===== src/rtl/rvvi_trace_sequencer_pkg.sv =====
// Shared types for the RVVI trace sequencer: the buffered retirement record and the sequencer FSM state.
package rvvi_trace_sequencer_pkg;

  typedef struct packed {
    logic [63:0] order;
    logic [31:0] pc;
    logic [31:0] insn;
    logic        trap;
    logic [4:0]  rd_addr;
    logic [31:0] rd_wdata;
    logic        rd_wb;
  } trace_rec_t;

  typedef enum logic {
    RUN    = 1'b0,
    HALTED = 1'b1
  } seq_state_e;

  // x0 writes are architecturally invisible, so the record carries no writeback and zero data.
  function automatic trace_rec_t make_rec(
    input logic [63:0] order,
    input logic [31:0] pc,
    input logic [31:0] insn,
    input logic        trap,
    input logic [4:0]  rd_addr,
    input logic [31:0] rd_wdata
  );
    trace_rec_t r;
    r.order    = order;
    r.pc       = pc;
    r.insn     = insn;
    r.trap     = trap;
    r.rd_addr  = rd_addr;
    r.rd_wb    = (rd_addr != 5'd0);
    r.rd_wdata = r.rd_wb ? rd_wdata : 32'd0;
    return r;
  endfunction

endpackage


===== src/rtl/rvvi_trace_sequencer_if.sv =====
// Retirement-in / trace-out bundle of the sequencer; slave is the sequencer side, master the core/consumer side.
interface rvvi_trace_sequencer_if #(
  parameter int DEPTH = 8
);
  localparam int CW = $clog2(DEPTH) + 1;

  logic          flush_i;
  logic          ret_valid_i;
  logic [63:0]   ret_order_i;
  logic [31:0]   ret_pc_i;
  logic [31:0]   ret_insn_i;
  logic          ret_trap_i;
  logic [4:0]    ret_rd_addr_i;
  logic [31:0]   ret_rd_wdata_i;
  logic          stall_req_o;
  logic          out_valid_o;
  logic          out_ready_i;
  logic [63:0]   out_order_o;
  logic [31:0]   out_pc_o;
  logic [31:0]   out_insn_o;
  logic          out_trap_o;
  logic [4:0]    out_rd_addr_o;
  logic [31:0]   out_rd_wdata_o;
  logic          out_rd_wb_o;
  logic [CW-1:0] count_o;
  logic          order_err_o;
  logic          overflow_o;
  logic          halted_o;

  modport slave (
    input  flush_i, ret_valid_i, ret_order_i, ret_pc_i, ret_insn_i, ret_trap_i,
           ret_rd_addr_i, ret_rd_wdata_i, out_ready_i,
    output stall_req_o, out_valid_o, out_order_o, out_pc_o, out_insn_o, out_trap_o,
           out_rd_addr_o, out_rd_wdata_o, out_rd_wb_o, count_o, order_err_o,
           overflow_o, halted_o
  );

  modport master (
    output flush_i, ret_valid_i, ret_order_i, ret_pc_i, ret_insn_i, ret_trap_i,
           ret_rd_addr_i, ret_rd_wdata_i, out_ready_i,
    input  stall_req_o, out_valid_o, out_order_o, out_pc_o, out_insn_o, out_trap_o,
           out_rd_addr_o, out_rd_wdata_o, out_rd_wb_o, count_o, order_err_o,
           overflow_o, halted_o
  );

endinterface


===== src/rtl/rvvi_trace_sequencer_fifo.sv =====
// In-order DEPTH x trace_rec_t FIFO with registered storage and fall-through head.
// Latency: a push at edge N is visible on dout after edge N (one cycle through an empty FIFO).
// Backpressure: push while full is ignored unless a pop happens in the same cycle.
module trace_fifo
  import rvvi_trace_sequencer_pkg::*;
#(
  parameter int DEPTH = 8
) (
  input  logic                     clk,
  input  logic                     rst_n,
  input  logic                     clr,
  input  logic                     push,
  input  logic                     pop,
  input  trace_rec_t               din,
  output trace_rec_t               dout,
  output logic                     full,
  output logic                     empty,
  output logic [$clog2(DEPTH):0]   count
);

  localparam int AW = $clog2(DEPTH);
  localparam logic [AW:0] PTR_ONE = {{AW{1'b0}}, 1'b1};

  trace_rec_t  mem [DEPTH];
  logic [AW:0] wr_ptr;
  logic [AW:0] rd_ptr;
  logic        do_push;
  logic        do_pop;

  // Extra MSB on each pointer distinguishes full from empty when the index bits match.
  assign empty   = (wr_ptr == rd_ptr);
  assign full    = (wr_ptr[AW] != rd_ptr[AW]) && (wr_ptr[AW-1:0] == rd_ptr[AW-1:0]);
  assign count   = wr_ptr - rd_ptr;
  assign do_pop  = pop && !empty;
  assign do_push = push && (!full || do_pop);
  assign dout    = empty ? '0 : mem[rd_ptr[AW-1:0]];

  always_ff @(posedge clk) begin
    if (!rst_n || clr) begin
      wr_ptr <= '0;
      rd_ptr <= '0;
    end else begin
      if (do_push) wr_ptr <= wr_ptr + PTR_ONE;
      if (do_pop)  rd_ptr <= rd_ptr + PTR_ONE;
    end
  end

  always_ff @(posedge clk) begin
    if (do_push) mem[wr_ptr[AW-1:0]] <= din;
  end

endmodule


===== src/rtl/rvvi_trace_sequencer.sv =====
// Buffers RVFI retirements for an RVVI consumer, checks order contiguity, flags overflow, halts on error.
// Latency: one cycle from retirement to out_valid_o through an empty buffer.
// Backpressure: consumer stalls via out_ready_i; core is asked to stop via stall_req_o (almost-full or halted).
module rvvi_trace_sequencer
  import rvvi_trace_sequencer_pkg::*;
#(
  parameter int DEPTH        = 8,
  parameter int AFULL_MARGIN = 2,
  parameter bit HALT_ON_ERR  = 1'b1
) (
  input  logic                   clk_i,
  input  logic                   rst_n_i,
  rvvi_trace_sequencer_if.slave  bus
);

  localparam int            CW        = $clog2(DEPTH) + 1;
  localparam logic [CW-1:0] AFULL_LVL = CW'(DEPTH - AFULL_MARGIN);
  localparam logic [CW-1:0] CNT_ONE   = {{(CW-1){1'b0}}, 1'b1};

  seq_state_e    state;
  logic [63:0]   exp_order;
  logic          order_err;
  logic          overflow;
  logic          stall;
  trace_rec_t    in_rec;
  trace_rec_t    head;
  logic          full;
  logic          empty;
  logic [CW-1:0] count;
  logic [CW-1:0] count_nxt;
  logic          run;
  logic          push;
  logic          pop;
  logic          drop;
  logic          order_bad;
  logic          err_evt;

  // Flush wins over both handshakes; HALTED blocks pushes but keeps draining.
  assign run       = (state == RUN);
  assign pop       = !empty && bus.out_ready_i && !bus.flush_i;
  assign push      = bus.ret_valid_i && run && !bus.flush_i && (!full || pop);
  assign drop      = bus.ret_valid_i && run && !bus.flush_i && full && !pop;
  assign order_bad = push && (bus.ret_order_i != exp_order);
  assign err_evt   = order_bad || drop;

  assign in_rec = make_rec(bus.ret_order_i, bus.ret_pc_i, bus.ret_insn_i, bus.ret_trap_i,
                           bus.ret_rd_addr_i, bus.ret_rd_wdata_i);

  always_comb begin
    count_nxt = count;
    if (bus.flush_i)         count_nxt = '0;
    else if (push && !pop)   count_nxt = count + CNT_ONE;
    else if (pop && !push)   count_nxt = count - CNT_ONE;
  end

  trace_fifo #(
    .DEPTH (DEPTH)
  ) u_fifo (
    .clk   (clk_i),
    .rst_n (rst_n_i),
    .clr   (bus.flush_i),
    .push  (push),
    .pop   (pop),
    .din   (in_rec),
    .dout  (head),
    .full  (full),
    .empty (empty),
    .count (count)
  );

  // Expected order always resyncs to the last accepted order + 1, so one gap reports once.
  always_ff @(posedge clk_i) begin
    if (!rst_n_i) begin
      state     <= RUN;
      exp_order <= '0;
      order_err <= 1'b0;
      overflow  <= 1'b0;
      stall     <= 1'b0;
    end else if (bus.flush_i) begin
      state     <= RUN;
      exp_order <= '0;
      stall     <= 1'b0;
    end else begin
      if (push)      exp_order <= bus.ret_order_i + 64'd1;
      if (order_bad) order_err <= 1'b1;
      if (drop)      overflow  <= 1'b1;
      if (HALT_ON_ERR && err_evt) state <= HALTED;
      stall <= (HALT_ON_ERR && err_evt) || !run || (count_nxt >= AFULL_LVL);
    end
  end

  assign bus.stall_req_o    = stall;
  assign bus.out_valid_o    = !empty;
  assign bus.out_order_o    = head.order;
  assign bus.out_pc_o       = head.pc;
  assign bus.out_insn_o     = head.insn;
  assign bus.out_trap_o     = head.trap;
  assign bus.out_rd_addr_o  = head.rd_addr;
  assign bus.out_rd_wdata_o = head.rd_wdata;
  assign bus.out_rd_wb_o    = head.rd_wb;
  assign bus.count_o        = count;
  assign bus.order_err_o    = order_err;
  assign bus.overflow_o     = overflow;
  assign bus.halted_o       = (state == HALTED);

endmodule

===== src/flat_wrapper.sv =====
// flat-port wrapper written by rule: the top's interface ports become plain ports
module rvvi_trace_sequencer_flat import rvvi_trace_sequencer_pkg::*;
#(
  parameter int DEPTH        = 8,
  parameter int AFULL_MARGIN = 2,
  parameter bit HALT_ON_ERR  = 1'b1
)
  (clk_i, rst_n_i, bus_flush_i, bus_ret_valid_i, bus_ret_order_i, bus_ret_pc_i, bus_ret_insn_i, bus_ret_trap_i, bus_ret_rd_addr_i, bus_ret_rd_wdata_i, bus_out_ready_i, bus_stall_req_o, bus_out_valid_o, bus_out_order_o, bus_out_pc_o, bus_out_insn_o, bus_out_trap_o, bus_out_rd_addr_o, bus_out_rd_wdata_o, bus_out_rd_wb_o, bus_count_o, bus_order_err_o, bus_overflow_o, bus_halted_o);
  rvvi_trace_sequencer_if #(.DEPTH(DEPTH)) bus_i ();
  input  logic clk_i;
  input  logic rst_n_i;
  input wire logic [$bits(bus_i.flush_i)-1:0] bus_flush_i;
  input wire logic [$bits(bus_i.ret_valid_i)-1:0] bus_ret_valid_i;
  input wire logic [$bits(bus_i.ret_order_i)-1:0] bus_ret_order_i;
  input wire logic [$bits(bus_i.ret_pc_i)-1:0] bus_ret_pc_i;
  input wire logic [$bits(bus_i.ret_insn_i)-1:0] bus_ret_insn_i;
  input wire logic [$bits(bus_i.ret_trap_i)-1:0] bus_ret_trap_i;
  input wire logic [$bits(bus_i.ret_rd_addr_i)-1:0] bus_ret_rd_addr_i;
  input wire logic [$bits(bus_i.ret_rd_wdata_i)-1:0] bus_ret_rd_wdata_i;
  input wire logic [$bits(bus_i.out_ready_i)-1:0] bus_out_ready_i;
  output wire logic [$bits(bus_i.stall_req_o)-1:0] bus_stall_req_o;
  output wire logic [$bits(bus_i.out_valid_o)-1:0] bus_out_valid_o;
  output wire logic [$bits(bus_i.out_order_o)-1:0] bus_out_order_o;
  output wire logic [$bits(bus_i.out_pc_o)-1:0] bus_out_pc_o;
  output wire logic [$bits(bus_i.out_insn_o)-1:0] bus_out_insn_o;
  output wire logic [$bits(bus_i.out_trap_o)-1:0] bus_out_trap_o;
  output wire logic [$bits(bus_i.out_rd_addr_o)-1:0] bus_out_rd_addr_o;
  output wire logic [$bits(bus_i.out_rd_wdata_o)-1:0] bus_out_rd_wdata_o;
  output wire logic [$bits(bus_i.out_rd_wb_o)-1:0] bus_out_rd_wb_o;
  output wire logic [$bits(bus_i.count_o)-1:0] bus_count_o;
  output wire logic [$bits(bus_i.order_err_o)-1:0] bus_order_err_o;
  output wire logic [$bits(bus_i.overflow_o)-1:0] bus_overflow_o;
  output wire logic [$bits(bus_i.halted_o)-1:0] bus_halted_o;
  assign bus_i.flush_i = bus_flush_i;
  assign bus_i.ret_valid_i = bus_ret_valid_i;
  assign bus_i.ret_order_i = bus_ret_order_i;
  assign bus_i.ret_pc_i = bus_ret_pc_i;
  assign bus_i.ret_insn_i = bus_ret_insn_i;
  assign bus_i.ret_trap_i = bus_ret_trap_i;
  assign bus_i.ret_rd_addr_i = bus_ret_rd_addr_i;
  assign bus_i.ret_rd_wdata_i = bus_ret_rd_wdata_i;
  assign bus_i.out_ready_i = bus_out_ready_i;
  assign bus_stall_req_o = bus_i.stall_req_o;
  assign bus_out_valid_o = bus_i.out_valid_o;
  assign bus_out_order_o = bus_i.out_order_o;
  assign bus_out_pc_o = bus_i.out_pc_o;
  assign bus_out_insn_o = bus_i.out_insn_o;
  assign bus_out_trap_o = bus_i.out_trap_o;
  assign bus_out_rd_addr_o = bus_i.out_rd_addr_o;
  assign bus_out_rd_wdata_o = bus_i.out_rd_wdata_o;
  assign bus_out_rd_wb_o = bus_i.out_rd_wb_o;
  assign bus_count_o = bus_i.count_o;
  assign bus_order_err_o = bus_i.order_err_o;
  assign bus_overflow_o = bus_i.overflow_o;
  assign bus_halted_o = bus_i.halted_o;
  rvvi_trace_sequencer #(.DEPTH(DEPTH), .AFULL_MARGIN(AFULL_MARGIN), .HALT_ON_ERR(HALT_ON_ERR)) u_core (.clk_i(clk_i), .rst_n_i(rst_n_i), .bus(bus_i));
endmodule

===== config.mk =====
export PLATFORM = sky130hd
export DESIGN_NAME = rvvi_trace_sequencer_flat
export DESIGN_NICKNAME = d
export VERILOG_FILES = /design/src/rtl/rvvi_trace_sequencer_pkg.sv /design/src/rtl/rvvi_trace_sequencer_if.sv /design/src/rtl/rvvi_trace_sequencer_fifo.sv /design/src/rtl/rvvi_trace_sequencer.sv /design/src/flat_wrapper.sv
export SDC_FILE = /design/constraint.sdc
export NUM_CORES = 1
export LEC_CHECK = 0
export BUFFER_PORTS_ARGS = -buffer_cell sky130_fd_sc_hd__buf_2
export CORE_MARGIN = 1.5
export CORE_UTILIZATION = 60
export DETAILED_ROUTE_END_ITERATION = 8
export PLACE_DENSITY_LB_ADDON = 0.15
export SLEW_MARGIN = 20
export SYNTH_ARGS = -nofsm -noshare
export SYNTH_HDL_FRONTEND = slang
export SYNTH_SLANG_ARGS = --single-unit

===== constraint.sdc =====
create_clock -name clk_i -period 25.7 [get_ports clk_i]
set_input_delay 3.855 -clock clk_i [delete_from_list [all_inputs] [get_ports clk_i]]
set_output_delay 3.855 -clock clk_i [all_outputs]
set_load 0.02 [all_outputs]

Yosys cells after proc, flatten, opt, wreduce, memory -nomap -nowiden --
Memory sizes are Yosys's and may differ from the RTL's. A register that Yosys moved wholly into a read port is not among the register bits. Cells that the tools add are included.
Storage, ports and cells: register bits 76, bits in writable memories 1336, output and inout bits 176, memories 1
Cells by class: add/sub/neg operators 6, order comparisons 1, eq/ne operators 4, multiplexer cells 9, bitwise logic cells 3, reductions and logical operators 29
Memory list:
- u_core.u_fifo.mem | depth 8, width 167, read ports 1, clocked after memory_dff 1, write ports 1, line rvvi_trace_sequencer_fifo.sv:24 | trace_rec_t mem [DEPTH];
Operators by type and width (number):
- $mux W167 | 1
- $add A64 B1 Y64 const B | 1
- $ne A64 B64 Y1 | 1
- $mux W32 | 1
- $logic_and A1 B1 Y1 | 13
- $add A4 B1 Y4 const B | 3
- $mux W4 | 3
- $logic_not A1 Y1 | 6
- $logic_or A1 B1 Y1 | 6
- $mux W3 | 2
- $reduce_bool A5 Y1 | 1
- $eq A4 B4 Y1 | 1
- $ge A4 B3 Y1 const B | 1
- $reduce_and A2 Y1 | 2
- $sub A4 B1 Y4 const B | 1
- $sub A4 B4 Y4 | 1
- $eq A3 B3 Y1 | 1
- $not A1 Y1 | 3
- $mux W1 | 2
- $reduce_or A2 Y1 | 1
- $ne A1 B1 Y1 | 1

Longest topological paths before layout --
depth after elaboration 13, gate-level depth with buffers 12, mapped depth without buffers 11

Hierarchy --
From an unflattened synthesis, not the netlist that was laid out.
Second synthesis, totals: cell total of the unflattened synthesis 2612, area total of the unflattened synthesis 55044.0 sq um
By module, submodules not included:
- trace_fifo | times used 1, cells an instance 2025, area each 50413.4 sq um, sequential area each 40338.7 sq um
- rvvi_trace_sequencer | times used 1, cells an instance 587, area each 4630.7 sq um, sequential area each 1361.3 sq um

Worst setup path before layout --
No wires, ideal clock.
kind input -> register, start input bus_flush_i, end memory u_core.u_fifo.mem[0][0] (netlist name), enable pin, library setup time 1.103 ns, arrival time 20.089 ns, required time 24.597 ns, path slack 4.508 ns, cell stages on the path 3, buffers on the path 0, cells stage by stage nor3b_1 -> nand2_1 -> nor4_1
Between the ends: cells in the longest elaborated chain, start to end 7, elaborated cells between the ends (all ways) 10
Ends and longest elaborated chain:
- start, declared | line flat_wrapper.sv:12 | input wire logic [$bits(bus_i.flush_i)-1:0] bus_flush_i;
- $logic_not A1 Y1 (*) | line rvvi_trace_sequencer.sv:40, rvvi_trace_sequencer.sv:41
- $logic_and A1 B1 Y1 | line rvvi_trace_sequencer.sv:40 | assign pop = !empty && bus.out_ready_i && !bus.flush_i;
- $logic_or A1 B1 Y1 or $logic_and A1 B1 Y1 (tied branches) | line rvvi_trace_sequencer.sv:41, rvvi_trace_sequencer_fifo.sv:34
- $logic_and A1 B1 Y1 or $logic_or A1 B1 Y1 (tied branches) | line rvvi_trace_sequencer.sv:41, rvvi_trace_sequencer_fifo.sv:35
- $logic_and A1 B1 Y1 (*) | line rvvi_trace_sequencer_fifo.sv:35 | assign do_push = push && (!full || do_pop);
- $mux W1 (*) | line rvvi_trace_sequencer_fifo.sv:49 | if (do_push) mem[wr_ptr[AW-1:0]] <= din;
- $mux W1 (implied by the code) (*) | line rvvi_trace_sequencer_fifo.sv:49
- end, declared | line rvvi_trace_sequencer_fifo.sv:24
Every way passes the cells marked *; elsewhere a longest branch is shown, timed or not.

==> results.md <==
- Run status: finished, final reports clean
- Syn Nets: about 3,000
- Residual DRC: 0
- Gate count after technology mapping: 2,758
- Most instantiated flip-flop cell in the synthesis netlist: sky130_fd_sc_hd__edfxtp_1
- Unrepaired setup endpoints after global routing: no
- Clk_skew: 0.0263 ns
- R2R depth: 9
- Number of sinks handled by clock tree synthesis: 1,415
- Maximum fanout encountered on the critical timing path: 108
- Number of DRC markers in iteration 0: between 2,000 and 2,500
- Proportion of register bits with asynchronous set or reset after synthesis: 0
- Number of antenna-violating nets in the routed design: 0
- Top cells by area, synth: sky130_fd_sc_hd__edfxtp_1 (72%), sky130_fd_sc_hd__mux4_2 (14%), sky130_fd_sc_hd__mux2i_1 (3.0%), sky130_fd_sc_hd__dfxtp_1 (2.8%), sky130_fd_sc_hd__xnor2_1 (1.8%)
- TritonRoute pass-1 iters: 7
- Syn-to-layout area delta: 13.7%
- Max-slew headroom at the worst pin: 0.224
- Vias after detailed routing: 27,751
- Die height: 307 um
- Final wirelength: about 120,000 um
- Mean instance size in the synthesized netlist: 20.1 um2
- Count of flip-flops with a built-in enable after synthesis: 1,336
- Routed wire length per instance: between 20 and 30 um
- Final Slew Violations: 0
- Detailed Place HPWL: 65,900 um
- Root Driver: sky130_fd_sc_hd__clkbuf_16
- Setup_tns: 0 ns
- Antenna violations before repair: 24
- Clock-pin slew of the registers on the worst-case setup and hold paths: roughly 0.060 ns
- Count of buffers from port buffering: 346
- Ratio of cells with drive above 1 in the final layout: 0.288
- Crit. End Element: output port
- X dimension of the die: 307 um
- Transition time at the pin with the least slew margin: 1.16 ns
- Share of the synthesized area in the top cell type: 0.723
- Cell Area, Synth: 55,500 um2
- Number of buffers inserted to repair setup after CTS: 0
- Critical path class: flip-flop to output port
- Leak: roughly 0.020 uW
- Most common library cell in the layout ignoring fill and taps: sky130_fd_sc_hd__edfxtp_1
- Flop and latch count out of synthesis: roughly 1,400
- Arrival @ worst endpoint: between 6 and 7 ns
- PwrDens: around 74 nW/um2
- Highest clock frequency the design can meet: 0.100 GHz
- Fillers: 5,785
- First-pass GRT wire length: 180,000 um
- Required time at the worst-slack endpoint: 21.84 ns
- Number of failing setup endpoints in the final timing report: 0
- Boundary pin count: approximately 350
- Total number of placement rows: 111
- Cells resized by post-CTS repair: 0
- Peak supply drop: approximately 0.054 mV
- Shortest clock period the worst path allows after layout: 10.0 ns
- Post-DR vias/cell: about 6.2
- Congestion Overflow GR: 0
- Sequential fraction of the synthesis area: 0.751
- Maximum buffer depth of the clock tree: 3
- Final Wtd Congestion: 0.813
- Level count of the clock H-tree: 4
- Pin count of the biggest net entering global routing: 136
- Worst hold path stage count: 1
- Post-Route Hold Slack: 0.481 ns
- CTS Hold Buffers Added: 0
- TritonCTS clock tree: yes
- Tot GR Track Use: 0.260
- Final hold violation count: 0
- Count of cell types in the netlist: 46
- Number of synthesis warnings: 0
- Clock insertion delay at the later pin of the skew report: 0.74 ns
- Critical hold path startpoint: u_core.bus.overflow_o$_SDFFE_PN0P_
- Beginning of the worst register-to-register path: u_core.u_fifo.wr_ptr[0]$_SDFFE_PP0P_
- Category of the worst setup path launch point: flip-flop
- Placeable core region: 91,700 um2
- Fraction of the cycle the final worst path needs: 0.389
- Reg2reg end: u_core.u_fifo.mem[7][164]$_DFFE_PP_
- Overall die area: approximately 94,000 um2
- Type of the worst min-delay path: flip-flop to flip-flop
- Setup slack, reg-to-reg: between 20 and 25 ns
- Inserted Clock Buffers: 141
- Max-cap violation count: 0
- Number of nets in the layout: 3,321
- Initial standard-cell utilization of the core: 0.606
- Area leader, netlist: sky130_fd_sc_hd__edfxtp_1
- Vias in the first global route: around 29,000
- Hold EP: u_core.bus.overflow_o$_SDFFE_PN0P_
- Most frequent cells in the layout: sky130_fd_sc_hd__edfxtp_1 (1,336), sky130_fd_sc_hd__buf_2 (346), sky130_fd_sc_hd__mux4_2 (334), sky130_fd_sc_hd__nor2_1 (209), sky130_fd_sc_hd__mux2i_1 (167)
-- stage by stage --
step	util	std cells	total power (uW)	worst slack, ns	instance area [um2]
final	0.689	4446	4700	15.70	63100
after global routing	0.689	4445	4830	15.00	63100
after CTS	0.688	4441	4730	15.40	63100
after detailed placement	0.639	4183	2750	16.18	58600
after global placement	0.639	4183	2740	16.16	58600
after floorplan	-	2758	2680	4.51	55500
-- flip-flops by register name (all words and copies together), names as in the netlist, named ones only --
register / count
u_core.bus.order_err_o: 1
u_core.bus.stall_req_o: 1
u_core.exp_order: 64
u_core.bus.halted_o: 1
u_core.bus.overflow_o: 1
u_core.u_fifo.rd_ptr: 4
u_core.u_fifo.mem: 1336
u_core.u_fifo.wr_ptr: 4
-- critical path: stages, from the launching register on --
cell	delay [ns]
sky130_fd_sc_hd__dfxtp_4	0.85
sky130_fd_sc_hd__buf_12	0.75
sky130_fd_sc_hd__buf_4	0.86
sky130_fd_sc_hd__buf_4	0.84
sky130_fd_sc_hd__buf_4	0.85
sky130_fd_sc_hd__mux4_2	0.60
sky130_fd_sc_hd__mux2i_1	0.24
sky130_fd_sc_hd__nor2_1	0.07
sky130_fd_sc_hd__buf_2	0.20
-- cell families (layout without fill, tap and decap cells) --
group,Yosys count,count (layout),share of synthesized area
DFF,1415,1415,0.751
muxes,502,502,0.166
and+or+nand+nor,408,408,0.0351
buffers and inverters,169,666,0.0121
xor gates and xnor gates,136,136,0.0215
AOI/OAI and AO/OA,118,118,0.0120
adders and majority gates,10,10,0.00239
other,0,5,0
-- metal layers --
metal / up-vias / part of all wire / track usage
met2: 919 / 0.50 / 0.425
met4: 36 / 0.025 / 0.0835
met5: - / 0.0018 / 0
met1: 14645 / 0.40 / 0.355
li1: 11918 / - / -
met3: 233 / 0.065 / 0.0544
-- cells in the mapped netlist (13+ instances only) --
cell type and n:
sky130_fd_sc_hd__nand4_1 28, sky130_fd_sc_hd__a211oi_1 23, sky130_fd_sc_hd__nor2_1 211, sky130_fd_sc_hd__inv_1 20
sky130_fd_sc_hd__dfxtp_1 79, sky130_fd_sc_hd__buf_1 41, sky130_fd_sc_hd__nand2_1 35, sky130_fd_sc_hd__xor2_1 23
sky130_fd_sc_hd__nor4_1 13, sky130_fd_sc_hd__nand3_1 20, sky130_fd_sc_hd__buf_2 15, sky130_fd_sc_hd__o21ai_0 42
sky130_fd_sc_hd__xnor2_1 113, sky130_fd_sc_hd__a21oi_1 45, sky130_fd_sc_hd__clkbuf_1 89, sky130_fd_sc_hd__nor3_1 29
sky130_fd_sc_hd__mux2i_1 167, sky130_fd_sc_hd__mux4_2 334, sky130_fd_sc_hd__nor2b_1 37, sky130_fd_sc_hd__edfxtp_1 1336
-- final cells by class --
class                           count  area (um2)  share of cell area
Antenna cell                        5        12.5            0.000198
Clock buffer                      187        3950              0.0625
Clock inverter                     71         557             0.00882
Inverter                           20        75.1             0.00119
Multi-Input combinational cell   1174       13200               0.209
Sequential cell                  1415       41700               0.661
Tap cell                         1186        1480              0.0235
Timing Repair Buffer              388        2130              0.0337
-- worst max-delay path by stage --
stage	startpoint	end	slack (ns)	depth (start not counted)
final	flip-flop	bus_out_rd_wdata_o[1]	15.70	8
after global routing	flip-flop	bus_out_rd_addr_o[4]	15.00	8
after CTS	flip-flop	bus_out_rd_wdata_o[1]	15.40	8
after detailed placement	flip-flop	bus_out_rd_wdata_o[1]	16.18	8
after global placement	flip-flop	bus_out_rd_wdata_o[1]	16.16	8
after floorplan	bus_flush_i	u_core.u_fifo.mem[0][0]$_DFFE_PP_	4.51	3
-- power by group --
part | leakage (uW) | switching (uW) | internal [uW]
clock network | 0.00220 | 834 | 1160
registers | 0.0127 | 6.58 | 2540
logic | 0.00500 | 102 | 50.6
No activity file was read; power rests on OpenSTA's default activity.
